**src/rtl/array_sequencer.sv**
```systemverilog
// rtl/array_sequencer.sv - operand buffers and FEED/DRAIN sequencing for a rows x cols systolic array
// Defining ARRAY_SEQ_PERF_EN adds the saturating busy-cycle counter on perf_cycles.
module array_sequencer #(
  parameter int width   = 8,
  parameter int decimal = 4,
  parameter int rows    = 3,
  parameter int cols    = 4,
  parameter int depth   = 4,
  localparam int aw     = $clog2(depth),
  localparam int raw    = (rows > 1) ? $clog2(rows) : 1
) (
  input  logic                    clk,
  input  logic                    rst,
  input  logic                    wr_en,
  input  logic                    wr_sel,
  input  logic [aw-1:0]           wr_addr,
  input  logic [cols*width-1:0]   wr_data,
  input  logic                    start,
  output logic                    busy,
  output logic                    done,
  output logic [rows*cols-1:0]    ctls,
  output logic [cols*width-1:0]   ins,
  output logic [rows*width-1:0]   ws,
  input  logic [cols*width-1:0]   outs,
  input  logic [raw-1:0]          rd_addr,
  output logic [cols*width-1:0]   rd_data,
  output logic [15:0]             perf_cycles
);

  localparam int feed_len = depth + rows + cols - 2;
  localparam int cw       = $clog2(feed_len + 1);

  if (depth < 2 || (depth & (depth - 1)) != 0 || decimal >= width || rows > cols) begin : g_param_check
    $error("array_sequencer: unsupported parameter set");
  end

  typedef enum logic [1:0] {IDLE, FEED, DRAIN, DONE} state_t;

  state_t                state, state_n;
  logic [cw-1:0]         cnt, cnt_n;
  logic [cols*width-1:0] in_buf [depth];
  logic [rows*width-1:0] w_buf  [depth];
  logic [cols*width-1:0] res    [rows];
  logic                  wr_ok;
  logic [cols*width-1:0] ins_n, in_word;
  logic [rows*width-1:0] ws_n, w_word;
  logic [rows*cols-1:0]  ctls_n;
  int                    k;

  assign wr_ok = wr_en && (state == IDLE);

  // Operand buffers deliberately survive reset so a run can be replayed.
  always_ff @(posedge clk) begin
    if (wr_ok) begin
      if (wr_sel) w_buf[wr_addr] <= wr_data[rows*width-1:0];
      else        in_buf[wr_addr] <= wr_data;
    end
  end

  always_ff @(posedge clk) begin
    if (!rst) begin
      state <= IDLE;
      cnt   <= '0;
    end else begin
      state <= state_n;
      cnt   <= cnt_n;
    end
  end

  always_comb begin
    state_n = state;
    cnt_n   = '0;
    case (state)
      IDLE:    if (start) state_n = FEED;
      FEED:    if (cnt == cw'(feed_len - 1)) state_n = DRAIN;
               else cnt_n = cnt + 1'b1;
      DRAIN:   if (cnt == cw'(rows - 1)) state_n = DONE;
               else cnt_n = cnt + 1'b1;
      DONE:    state_n = IDLE;
      default: state_n = IDLE;
    endcase
  end

  // Skewed operand selection for the coming cycle; a write on the start edge is forwarded.
  always_comb begin
    ins_n   = '0;
    ws_n    = '0;
    ctls_n  = '0;
    in_word = '0;
    w_word  = '0;
    k       = 0;
    if (state_n == FEED) begin
      for (int c = 0; c < cols; c++) begin
        k = int'(cnt_n) - c;
        if (k >= 0 && k < depth) begin
          in_word = in_buf[aw'(k)];
          if (wr_ok && !wr_sel && wr_addr == aw'(k)) in_word = wr_data;
          ins_n[c*width +: width] = in_word[c*width +: width];
        end
      end
      for (int r = 0; r < rows; r++) begin
        k = int'(cnt_n) - r;
        if (k >= 0 && k < depth) begin
          w_word = w_buf[aw'(k)];
          if (wr_ok && wr_sel && wr_addr == aw'(k)) w_word = wr_data[rows*width-1:0];
          ws_n[r*width +: width] = w_word[r*width +: width];
        end
        for (int c = 0; c < cols; c++)
          ctls_n[r*cols + c] = int'(cnt_n) >= depth + r + c;
      end
    end else if (state_n == DRAIN) begin
      ctls_n = '1;
    end
  end

  always_ff @(posedge clk) begin
    if (!rst) begin
      busy <= 1'b0;
      done <= 1'b0;
      ctls <= '0;
      ins  <= '0;
      ws   <= '0;
      for (int r = 0; r < rows; r++) res[r] <= '0;
    end else begin
      busy <= (state_n == FEED) || (state_n == DRAIN);
      done <= (state_n == DONE);
      ctls <= ctls_n;
      ins  <= ins_n;
      ws   <= ws_n;
      if (state == DRAIN)
        for (int r = 0; r < rows; r++)
          if (cnt == cw'(r)) res[r] <= outs;
    end
  end

  always_comb begin
    rd_data = '0;
    for (int r = 0; r < rows; r++)
      if (rd_addr == raw'(r)) rd_data = res[r];
  end

`ifdef ARRAY_SEQ_PERF_EN
  logic [15:0] perf_q;

  always_ff @(posedge clk) begin
    if (!rst)                          perf_q <= '0;
    else if (state == IDLE && start)   perf_q <= '0;
    else if (busy && perf_q != 16'hFFFF) perf_q <= perf_q + 1'b1;
  end

  assign perf_cycles = perf_q;
`else
  assign perf_cycles = 16'd0;
`endif

endmodule

```
**config.mk**
```make
export PLATFORM = sky130hd
export DESIGN_NAME = array_sequencer
export DESIGN_NICKNAME = d
export VERILOG_FILES = /design/src/rtl/array_sequencer.sv
export SDC_FILE = /design/constraint.sdc
export NUM_CORES = 1
export LEC_CHECK = 0
export CORE_UTILIZATION = 52
export CTS_BUF_LIST = sky130_fd_sc_hd__clkbuf_4 sky130_fd_sc_hd__clkbuf_8 sky130_fd_sc_hd__clkbuf_16
export DETAILED_ROUTE_END_ITERATION = 8
export DONT_BUFFER_PORTS = 1
export GPL_ROUTABILITY_DRIVEN = 1
export PLACE_DENSITY = 0.7
export SKIP_LAST_GASP = 1
export SYNTH_ARGS = -nofsm -noshare
export SYNTH_HDL_FRONTEND = slang
export SYNTH_SLANG_ARGS = --single-unit
export TNS_END_PERCENT = 100
```
**constraint.sdc**
```tcl
create_clock -name clk -period 3.4 [get_ports clk]
set_clock_uncertainty 0.05 [all_clocks]
set_input_delay 0.51 -clock clk [delete_from_list [all_inputs] [get_ports clk]]
set_output_delay 0.51 -clock clk [all_outputs]
set_load 0.01 [all_outputs]
```
# Word-level counts from Yosys, hierarchy flattened
# Memories as Yosys holds them, arrays and structs flattened. A register that Yosys moved wholly into a read port is not among the register bits.
# Index checks and enable logic that the tools add are counted.
[classes]
addsub = 4
order_cmp = 14
eq_ne = 12
n_mux = 36
bitwise = 3
reduce_logical = 23
[op_table]
columns = ["cell", "n"]
rows = [
  ["2-to-1 mux 32 bit", 6],
  ["2-to-1 mux 12 bit", 2],
  ["2-to-1 mux 1 bit", 19],
  [">= comparator 4 x 3 -> 1 bit (second input constant)", 4],
  ["2-to-1 mux 8 bit", 2],
  [">= comparator 5 x 1 -> 1 bit (second input constant)", 3],
  ["< comparator 5 x 4 -> 1 bit (second input constant)", 3],
  ["AND reduction 3 bit", 4],
  ["== test 2 bit (second input constant)", 5],
  ["subtractor 4 x 2 -> 5 bit (second input constant)", 2],
  ["logical AND 1 bit", 9],
  [">= comparator 4 bit (second input constant)", 2],
  ["2-to-1 mux 4 bit", 2],
  ["case mux 2 bit (4 select lines)", 1],
  ["case mux 4 bit (2 select lines)", 1],
  ["== test 2 x 1 -> 1 bit (second input constant)", 3],
  ["logical NOT 1 bit", 6],
  ["2-to-1 mux 2 bit", 3],
  ["subtractor 4 x 1 -> 5 bit (second input constant)", 1],
  ["adder 4 x 1 -> 4 bit (second input constant)", 1],
  ["== test 4 x 1 -> 1 bit (second input constant)", 1],
  ["== test 4 x 2 -> 1 bit (second input constant)", 1],
  ["== test 4 bit (second input constant)", 1],
  [">= comparator 4 x 1 -> 1 bit (second input constant)", 1],
  ["6 further kinds", 9],
]
[word_totals]
regBits = 36
ram_bits = 320
inputBits = 73
output_inout_bits = 118
word_cells = 102
n_memories = 3
[mem_list]
columns = ["memory", "depth", "word_bits", "rd", "rd_ports_with_merged_regs", "wr", "line", "source"]
rows = [
  ["in_buf", 4, 32, 4, 3, 1, "41", "logic [cols*width-1:0] in_buf [depth];"],
  ["res", 3, 32, 3, 0, 3, "43", "logic [cols*width-1:0] res [rows];"],
  ["w_buf", 4, 24, 3, 2, 1, "42", "logic [rows*width-1:0] w_buf [depth];"],
]

# Depth between registers and ports, before layout
# Gate-level depths: netlist (run 1).
[logic_depth]
ltp_word = 8
depth_mapped = 14

# Least setup slack after synthesis (run 1)
# Ideal clock, no wire load.
[synth_timing]
kind = "reg-to-reg"
from = "register state[0]"
to = "memory in_buf[0][0] (netlist bit), enable pin"
setup_ns = 0.461
t_arrival_ns = 3.046
slack_ns = -0.158
stages_incl_launch_ff = 5
n_path_buf = 0
synth_period_minus_slack_ns = 3.558
path_cell_list = "dfxtp_1 > inv_1 > ha_1 > nand3b_1 > nor3_1"
[synth_between]
elab_chain_cells = 4
[synth_lines]
columns = ["element", "line", "source"]
rows = [
  ["start: declaration", "39", "state_t state, state_n;"],
  ["start signal: assignment", "65", "state <= state_n;"],
  ["logical NOT 2 bit", "50", "assign wr_ok = wr_en && (state == IDLE);"],
  ["logical AND 1 bit", "50", ""],
  ["2-to-1 mux 1 bit", "54", "if (wr_ok) begin"],
  ["2-to-1 mux 1 bit (not written as such)", "56", "else in_buf[wr_addr] <= wr_data;"],
  ["end: declaration", "41", ""],
]
# No other way between the ends.

# Worst setup path after layout (run 1)
[layout_timing]
from = "register cnt[0]"
to = "register ins[4]"
[layout_between]
elab_chain_cells = 6
word_cells_on_any_way = 18
cone_classes = "1 x add/sub; 2 x order compare; 4 x eq/ne; 7 x mux; 3 x reduce/logical; 1 x memory"
[layout_lines]
columns = ["element", "line", "source"]
rows = [
  ["start: declaration", "40", "logic [cw-1:0] cnt, cnt_n;"],
  ["start signal: assignment", "66", "cnt <= cnt_n;"],
  ["adder 4 x 1 -> 4 bit (tied with other cells)", "76, 78", ""],
  ["2-to-1 mux 4 bit (on tied branches)", "77, 75", ""],
  ["case mux 4 bit (2 select lines)", "73", "case (state)"],
  [">= comparator 4 x 1 -> 1 bit (tied with other cells)", "95", "if (k >= 0 && k < depth) begin"],
  ["logical AND 1 bit (on tied branches)", "95, 97", ""],
  ["AND reduction 3 bit (no source line) or 2-to-1 mux 8 bit (tied branches)", "--", ""],
  ["end signal: assignment", "128", "ins <= ins_n;"],
  ["end: declaration", "22", "output logic [cols*width-1:0] ins,"],
]
# Parallel ways exist; a longest one is shown, timed or not.
# A chain may end at the register's enable or synchronous reset.

==> results of run 1 <==
-- registers in the layout (all words and copies together), names as in the netlist, 2 cells and up --
name / flops
ins: 32
ws: 24
res: 96
state: 2
cnt: 4
ctls: 6
in_buf: 128
w_buf: 96
-- report_power, final --
part | internal [mW] | total [mW] | switching (mW) | leakage [nW]
clock | 2.48 | 4.18 | 1.69 | 0.653
sequential | 5.27 | 5.31 | 0.0404 | 3.59
combinational | 0.118 | 0.328 | 0.209 | 1.70
total | 7.88 | 9.82 | 1.94 | 5.94
-- kinds of logic (layout without fill, tap and decap cells) --
logic type	Yosys count	after routing	synth area share
AO/OA/AOI/OAI	86	86	0.0415
XOR/XNOR	7	7	0.00414
adder cells (fa/ha/maj)	18	18	0.0152
buffers and inverters	81	117	0.0300
flip-flops	390	390	0.744
multiplexers	68	68	0.0668
other	1	17	0.000253
AND/OR/NAND/NOR	303	303	0.0984
-- worst max-delay path by stage --
stage               cells after the start         startpoint                  to
global placement                        9  cnt[0]$_SDFF_PN0_  ins[24]$_SDFF_PN0_
global route                           10  cnt[0]$_SDFF_PN0_  ins[19]$_SDFF_PN0_
finish                                 10  cnt[0]$_SDFF_PN0_   ins[4]$_SDFF_PN0_
CTS                                    10  cnt[0]$_SDFF_PN0_   ins[4]$_SDFF_PN0_
detailed placement                     10  cnt[0]$_SDFF_PN0_   ins[4]$_SDFF_PN0_
floorplan                              13  cnt[0]$_SDFF_PN0_  ins[27]$_SDFF_PN0_
-- layout by cell type, fill, tap and decap left out, drive strengths merged, types with 6 or more instances in the layout --
master	Yosys	routed
mux4	24	24
nor2	16	16
xnor2	6	6
and3	17	17
clkinv	0	13
edfxtp	320	320
nand2	161	161
nand3	29	29
clkbuf	27	56
ha	18	18
a311oi	16	16
a32o	12	12
nor2b	27	27
inv	13	14
dfxtp	70	70
and2	35	35
conb	1	16
o21ai	39	39
mux2i	44	44
buf	41	32
-- what timing repair did --
item                                    in CTS  in global routing
endpoints found under the setup margin       0                 21
resized for setup                            0                  1
endpoints found under the hold margin        0                  0
setup buffers                                0                  0
-- per-layer routing --
layer,vias up,wire (um),share of wire,global-route usage
li1,3527,-,-,-
met1,3765,11300,0.40,0.239
met2,234,13900,0.49,0.328
met3,42,2440,0.086,0.0632
met4,0,631,0.022,0.0572
met5,-,0,0,0
-- through the flow --
stage / worst slack (ns) / hold WS (ns) / area, sq um
floorplan: 0.0531 / 0.463 / 14900
global placement: 0.468 / 0.468 / 15300
detailed placement: 0.377 / 0.477 / 15300
CTS: 0.324 / 0.00804 / 16600
global route: 0.0599 / 0.00406 / 16600
finish: 0.329 / 0.0292 / 16600
-- Yosys cell counts (16+ instances only) --
library cell,instances
clkbuf_1,27
nand2_1,161
o21ai_0,38
buf_4,25
edfxtp_1,320
ha_1,18
and3_1,17
a311oi_1,16
nand3_1,29
mux2i_1,44
nor2b_1,27
dfxtp_1,70
and2_1,35
mux4_2,22
-- layout make-up --
cell class / count / share of cell area
flip-flops and latches: 390 / 0.664
repair buffers: 32 / 0.0175
diodes: 1 / 0.000151
inverters: 13 / 0.00294
well taps: 378 / 0.0285
multi-input cells: 498 / 0.209
clock inverters: 16 / 0.00740
clock buffers: 56 / 0.0706
==> reports/metrics.cfg, run 1 <==
[run_status]
run_status = complete, no violations

[synth]
ys_ff_latch = 390
yosysWarningCount = 0
syn_inst = 954
avgSynthCellArea_sq_um = 15.5
yosys-top-cells-area = edfxtp_1 (65%), dfxtp_1 (9.5%), nand2_1 (4.1%)
synth-edff-count = 320
synth_area_sq_mm = 0.0148
yosysUniqueCellTypes = 51
yosys.area.top_type = edfxtp_1
synthArstFlopShare = 0
yosys_most_used_dff = edfxtp_1
synth.top_cell.area_share = 0.649
yosysSeqAreaShare = 0.744

[final_layout]
syn_to_final_growth_pct = 12.0
fin_nets = 1065
seqCellArea_sq_mm = 0.0110
multi_input_area_sq_mm = 0.00346
fin_cells = 1384
final_util = 0.595
fill_cells = 2086
drive_above_1_share = 0.138

[detailed_routing]
drt_iter0_markers = 524
dr.pass1.iters = 5
wl_per_cell_um = 20.5
drtAntennaViolNets = 0
drc = 0
wl_mm = 28.3
viasPerCell = 5.47
routed-via-count = 7568

[sta]
fin_crit_sh = 0.903
finalMaxSlewViolations = 0
relSlewSlack = 0.490
fin_crit_ns = 3.07
worst_slew_pin_slew_ns = 0.765
hold_violations = 0
fmax_ghz = 0.326
fin_tns_setup_ns = 0
finalSetupViolCount = 0
rsz0062_at_grt = false

[pwr]
pwr_density_cell_mw_per_mm2 = 592
p_leak_nw = 5.94
max-vdd-ir-drop_v = 0.000594
p_total_mw = 9.82

[critical_path]
r2r-start = cnt[0]$_SDFF_PN0_
cp_slowest_cell = or3_4
rrSetupSlack_ns = 0.33
crit_fanout = 26
rr_endpoint = ins[4]$_SDFF_PN0_
setup.worst_path.start_class = flop
crit_required_ns = 3.81
crit_family = simple AND/OR/NAND/NOR gates
crit_type = flop to flop
endpoint_kind = flop
critical-path-max-stage-delay_ns = 0.45
path_common_cell = buf_4
rr_worst_depth = 10
path_buf_inv = 3
critPathArrivalTime_ns = 3.48
path_cells = inv_1, ha_1, nor4b_1, or3_4, nor2_4, buf_4, xnor2_1, nor4bb_1, buf_4, a32o_1

[global_routing]
grt_max_degree = 75
grt_pass1_vias = 7551
grt_overflow = 0
gr-usage-all-layers = 0.195
antenna_found_initial = 1
grt_pass1_wl_mm = 42.7

[clock_tree]
path_clk_slew_ns = 0.06
holdBufCountCts = 0
cts_sinks = 390
htree_levels = 2
cts-root-buf = clkbuf_16
cts_tree = yes
numCtsBuffers = 39
insertion_delay_ns = 0.52
clk_path_buf_depth = 3

[worst_hold_path]
min_path_type = primary input to flop
worstHoldPathCells = 0
min_to = w_buf[3][20]$_DFFE_PP_
min-delay-start = wr_data[20]

[place]
placedCellCount = 1311
io_buffers = 0
dpl.hpwl_mm = 17.1
gp_congestion = 0.820

[floorplan]
coreArea_sq_mm = 0.0279
die_w_um = 171
rows = 61
ioPinCount = 191
die-area_sq_mm = 0.0291
chipHeight_um = 171
initial_core_util = 0.531

[flow_run]
maxCapViolCount = 0

Power figures use the tool's default switching activity.
==> run 2, diff against run 1 <==
Settings changed: CORE_ASPECT_RATIO set to 1.25, SKIP_CTS_REPAIR_TIMING set to 1.
==> run 2 against run 1 <==
  * Die area about the same
  * Final cell count about the same
  * Total power increased by 2.5%
  * Critical path type unchanged
  * Clock power increased by 4%
  * Sequential cell count unchanged
  * Sequential share of layout area decreased by 1.2 points
  * Critical endpoint is now ins[24]$_SDFF_PN0_
  * Global-route usage increased by 0.43 points
  * Highest routed layer unchanged
  * Via count increased by 2.9%
  * Register-to-register slack got worse by 0.02 ns
==> reports/metrics.cfg, run 2 (synthesis results as in run 1) <==
[critical_path]
path_cells = inv_1, ha_1, nor3b_1, o31ai_4, buf_4, buf_4, ha_1, a31oi_1, or3_1, nor2b_1
critical-path-max-stage-delay_ns = 0.51  ; +0.06 ns
crit_type = flop to flop
r2r-start = cnt[0]$_SDFF_PN0_
critPathArrivalTime_ns = 3.52  ; +0.04 ns
crit_required_ns = 3.83  ; +0.02 ns
setup.worst_path.start_class = flop
rr_worst_depth = 10  ; unchanged
crit_fanout = 23  ; -12%
endpoint_kind = flop
rr_endpoint = ins[24]$_SDFF_PN0_
critPathLaunch = cnt[0]$_SDFF_PN0_
cp_slowest_cell = or3_1
worstSetupEndpoint = ins[24]$_SDFF_PN0_
rrSetupSlack_ns = 0.31  ; -0.02 ns

[final_layout]
seqCellArea_sq_mm = 0.0110  ; unchanged
layout_common_cells = edfxtp_1 (320), nand2_1 (161), dfxtp_1 (70)
drive_above_1_share = 0.130  ; -0.00787
fin_nets = 1096  ; +2.9%
largest_reg_flops = 128  ; unchanged
multi_input_area_sq_mm = 0.00347  ; +0.18%
final_common_cell = edfxtp_1
reg_top3 = in_buf x128, res x96, w_buf x96
postLayoutCellArea_sq_mm = 0.0169  ; +1.9%
fill_cells = 2035  ; -2.4%
syn_to_final_growth_pct = 14.1
antenna_cells = 0  ; -1
top_register = in_buf

[floorplan]
coreArea_sq_mm = 0.0278  ; -0.13%
ioPinCount = 191  ; unchanged
rows = 68  ; +11%
initial_core_util = 0.532  ; +0.000693
chipHeight_um = 191  ; +12%
die_w_um = 153  ; -10%
die-area_sq_mm = 0.0292  ; about the same

[sta]
fmax_ghz = 0.323  ; -0.66%
finalMaxSlewViolations = 0  ; unchanged
fin_crit_ns = 3.09  ; +0.0203 ns
fin_crit_sh = 0.909  ; +0.00597
hold_violations = 0  ; unchanged
setup_ws_ns = 0.308  ; -0.0203 ns
finalSetupViolCount = 0  ; unchanged
fin_tns_setup_ns = 0  ; unchanged
relSlewSlack = 0.610  ; +0.120
rsz0062_at_grt = false
worst_slew_pin_slew_ns = 0.581  ; -0.184 ns

[worst_hold_path]
min_path_type = primary input to flop

[run_status]
run_status = complete, no violations

[pwr]
p_leak_nw = 6.07  ; +2.2%
swShare = 0.204  ; +0.00665
p_int_mw = 8.01  ; +1.7%
pwr-share-seq = 0.528  ; -0.013
pwr_density_cell_mw_per_mm2 = 596  ; +0.61%
comb_power_share = 0.039  ; +0.006
switchingPower_mw = 2.06  ; +6.0%
clockPowerShare = 0.434  ; +0.009
max-vdd-ir-drop_v = 0.000541  ; -8.8%

[global_routing]
grt_max_degree = 34  ; -55%
antenna_found_initial = 0  ; -1
gr-usage-all-layers = 0.199  ; +0.00431
grt_pass1_vias = 7667  ; +1.5%
grt_pass1_wl_mm = 43.6  ; +2.1%
grt_overflow = 0  ; unchanged

[detailed_routing]
wl_mm = 29.2  ; +3.2%
routed-via-count = 7787  ; +2.9%
drc = 0  ; unchanged
dr.pass1.iters = 5  ; unchanged
wl_per_cell_um = 21.1  ; +3.2%
drtAntennaViolNets = 0  ; unchanged
drt_iter0_markers = 404  ; -23%
viasPerCell = 5.62  ; +2.8%

[clock_tree]
htree_levels = 2  ; unchanged
clk_path_buf_depth = 3  ; unchanged
insertion_delay_ns = 0.54  ; +0.02 ns
cts-root-buf = clkbuf_16
numCtsBuffers = 38  ; -2.6%
path_clk_slew_ns = 0.06  ; about the same
cts_tree = yes
cts_sinks = 390  ; unchanged

[place]
dpl-instance-area_sq_mm = 0.0152  ; -0.26%
io_buffers = 0  ; unchanged
gp_congestion = 0.772  ; -5.9%
dpl.hpwl_mm = 17.0  ; -0.16%
post-place-ws_ns = 0.250  ; -0.127 ns

[flow_run]
maxCapViolCount = 0  ; unchanged

-- run 2: cell types whose count changed in the layout (fill, tap and decap cells not counted), moves of 2 or more --
cell	before	now
clkbuf_16	40	38
clkinv_2	8	2
clkinvlp_4	1	3
clkbuf_8	8	3
clkinv_1	3	7
buf_4	28	30
bufinv_16	1	5
dlygate4sd3_1	0	31
clkbuf_4	8	6
-- run 2: critical path, delay by kind of cell (launching register included) --
family / cells / cell delay (ns)
flip-flops: 1 / 0.45
AND/OR/NAND/NOR: 3 / 0.87
buffers and inverters: 3 / 0.73
adder cells (fa/ha/maj): 2 / 0.55
AO/OA/AOI/OAI: 2 / 0.37
-- run 2: final cells by class --
| type | count | area share |
|---|---|---|
| clock buffers | 47 | 0.0614 |
| clock inverters | 23 | 0.0176 |
| inverters | 13 | 0.00289 |
| multi-input cells | 498 | 0.205 |
| flip-flops and latches | 390 | 0.652 |
| well taps | 350 | 0.0259 |
| repair buffers | 64 | 0.0353 |
-- run 2: worst min path at each step --
stage,startpoint,end,cells after the start
detailed placement,w_buf[2][17]$_DFFE_PP_,ws[17]$_SDFF_PN0_,2
floorplan,in_buf[3][16]$_DFFE_PP_,ins[16]$_SDFF_PN0_,2
global route,wr_data[17],w_buf[1][17]$_DFFE_PP_,0
CTS,wr_data[8],in_buf[1][8]$_DFFE_PP_,0
global placement,w_buf[3][19]$_DFFE_PP_,ws[19]$_SDFF_PN0_,2
finish,wr_data[16],w_buf[1][16]$_DFFE_PP_,0
-- run 2: layer usage --
| metal | share of wire | track usage | up-vias |
|---|---|---|---|
| li1 | - | - | 3599 |
| met1 | 0.39 | 0.229 | 3849 |
| met2 | 0.49 | 0.339 | 281 |
| met3 | 0.088 | 0.0734 | 58 |
| met4 | 0.030 | 0.0758 | 0 |
| met5 | 0 | 0 | - |
-- run 2: through the flow --
step | power (mW) | utilization | cells | hold slack, ns
2_1_floorplan | 5.67 | - | 969 | 0.463
3_3_place_gp | 5.74 | 0.548 | 1284 | 0.469
3_5_place_dp | 5.75 | 0.548 | 1284 | 0.474
4_1_cts | 10.1 | 0.596 | 1354 | -0.0121
5_1_grt | 10.4 | 0.607 | 1385 | 0.000543
6_report | 10.1 | 0.607 | 1385 | 0.0244
-- run 2: power groups by stage --
stage | clock network [mW] | registers, mW | logic [mW]
global route | 4.64 | 5.31 | 0.426
detailed placement | 0 | 5.41 | 0.335
global placement | 0 | 5.41 | 0.331
CTS | 4.45 | 5.31 | 0.337
finish | 4.36 | 5.31 | 0.391
floorplan | 0 | 5.40 | 0.268
==> run 3, diff against run 2 <==
Settings changed: CORE_MARGIN set to 3, MAX_ROUTING_LAYER set to met4.
==> run 3 against run 2 <==
  * Setup slack better by 0.012 ns
  * Die area is 4.8% higher
  * Sequential power hardly changed
  * Utilization is 1.4 points lower
  * Worst hold slack better by 0.0027 ns
  * Sequential cell count stayed put
  * Wire length is 0.71% higher
  * Global-route usage is 0.57 points lower
  * Critical path type unchanged
==> reports/metrics.cfg, run 3 (synthesis results as in run 1) <==
[critical_path]
cp_slowest_cell = a211o_1
critical-path-max-stage-delay_ns = 0.50  ; about the same
endpoint_kind = flop
crit_family = compound AO/OA/AOI/OAI gates
crit_fanout = 16  ; -30%
crit_required_ns = 3.76  ; -0.07 ns
path_buf_inv = 1  ; -2
path_common_cell = ha_1
setup.worst_path.start_class = flop
path_cells = inv_1, ha_1, nor4b_1, nor3_1, nand2_1, ha_1, a21oi_1, o21ai_0, a211o_1, a311oi_1
crit_type = flop to flop
rrSetupSlack_ns = 0.32  ; about the same
critPathArrivalTime_ns = 3.43  ; -0.09 ns

[place]
dpl.hpwl_mm = 17.8  ; +4.6%
io_buffers = 0  ; unchanged
placedCellCount = 1281  ; -0.23%
gp_congestion = 0.768  ; -0.47%
dpl-instance-area_sq_mm = 0.0152  ; about the same
post-place-ws_ns = 0.308  ; +0.0576 ns

[final_layout]
syn_to_final_growth_pct = 11.5
postLayoutCellArea_sq_mm = 0.0165  ; -2.3%
final_common_cell = edfxtp_1
top_register = in_buf
final_util = 0.593  ; -0.0138
reg_top3 = in_buf x128, res x96, w_buf x96
antenna_cells = 0  ; unchanged
layout_common_cells = edfxtp_1 (320), nand2_1 (161), dfxtp_1 (70)
largest_reg_flops = 128  ; unchanged
fin_nets = 1062  ; -3.1%
drive_above_1_share = 0.137  ; +0.00643
fin_cells = 1351  ; -2.5%

[sta]
fmax_ghz = 0.325  ; +0.39%
finalSetupViolCount = 0  ; unchanged
hold_violations = 0  ; unchanged
rsz0062_at_grt = false
finalMaxSlewViolations = 0  ; unchanged
hold_ws_ns = 0.0271  ; +0.00267 ns
relSlewSlack = 0.586  ; -0.0240
fin_tns_setup_ns = 0  ; unchanged
fin_crit_sh = 0.906  ; -0.00351
setup_ws_ns = 0.320  ; +0.0119 ns
fin_crit_ns = 3.08  ; -0.0119 ns
worst_slew_pin_slew_ns = 0.621  ; +0.0395 ns

[detailed_routing]
drtAntennaViolNets = 0  ; unchanged
wl_mm = 29.4  ; +0.71%
routed-via-count = 7636  ; -1.9%
dr.pass1.iters = 5  ; unchanged
wl_per_cell_um = 21.8  ; +3.2%
drt_iter0_markers = 414  ; +2.5%
drc = 0  ; unchanged
viasPerCell = 5.65  ; +0.53%

[pwr]
swShare = 0.200  ; -0.00423
pwr-share-seq = 0.545  ; +0.017
clockPowerShare = 0.421  ; -0.013
switchingPower_mw = 1.95  ; -5.1%
pwr_density_cell_mw_per_mm2 = 591  ; -0.83%
p_total_mw = 9.75  ; -3.1%
p_int_mw = 7.80  ; -2.6%
p_leak_nw = 5.91  ; -2.5%
max-vdd-ir-drop_v = 0.000457  ; -16%
comb_power_share = 0.034  ; -0.005

[floorplan]
die_w_um = 157  ; +2.6%
rows = 68  ; unchanged
ioPinCount = 191  ; unchanged
die-area_sq_mm = 0.0305  ; +4.8%
coreArea_sq_mm = 0.0278  ; unchanged
chipHeight_um = 195  ; +2.1%
initial_core_util = 0.532  ; unchanged

[clock_tree]
cts_sinks = 390  ; unchanged
cts-root-buf = clkbuf_16
path_clk_slew_ns = 0.07  ; about the same
clk_path_buf_depth = 3  ; unchanged
htree_levels = 2  ; unchanged
insertion_delay_ns = 0.52  ; -0.02 ns
numCtsBuffers = 38  ; unchanged
cts_tree = yes

[flow_run]
maxCapViolCount = 0  ; unchanged

[global_routing]
grt_pass1_vias = 7766  ; +1.3%
grt_pass1_wl_mm = 44.2  ; +1.5%
gr-usage-all-layers = 0.193  ; -0.00565
grt_overflow = 0  ; unchanged
antenna_found_initial = 0  ; unchanged
grt_max_degree = 75  ; +120%

[run_status]
run_status = complete, no violations

[worst_hold_path]
min_path_type = primary input to flop

run 3: area by class of cell:
class                           instances  area, sq um
Clock buffer                           51         1080
Clock inverter                         19          179
Fill cell                            2082        11300
Inverter                               13         48.8
Multi-Input combinational cell        498         3470
Sequential cell                       390        11000
Tap cell                              350          438
Timing Repair Buffer                   30          288
run 3: final timing paths:
| check | start | end | depth (start not counted) |
|---|---|---|---|
| setup / recovery | cnt[0]$_SDFF_PN0_ | ins[18]$_SDFF_PN0_ | 10 |
| hold / removal | wr_data[9] | w_buf[2][9]$_DFFE_PP_ | 0 |
| setup reg to reg | cnt[0]$_SDFF_PN0_ | ins[18]$_SDFF_PN0_ | 10 |
| hold reg to reg | w_buf[3][21]$_DFFE_PP_ | ws[21]$_SDFF_PN0_ | 2 |
run 3: power groups by stage:
stage	clock network, mW	registers [mW]	logic [mW]
2_1_floorplan	0	5.40	0.268
3_3_place_gp	0	5.41	0.332
3_5_place_dp	0	5.42	0.337
4_1_cts	4.19	5.31	0.338
5_1_grt	4.40	5.32	0.366
6_report	4.11	5.31	0.332
run 3: metal layers:
metal,vias up,wire [um],GRT usage
met2,239,14500,0.317
met3,57,2440,0.0559
met4,0,862,0.0613
li1,3522,-,-
met5,-,0,-
met1,3818,11700,0.231
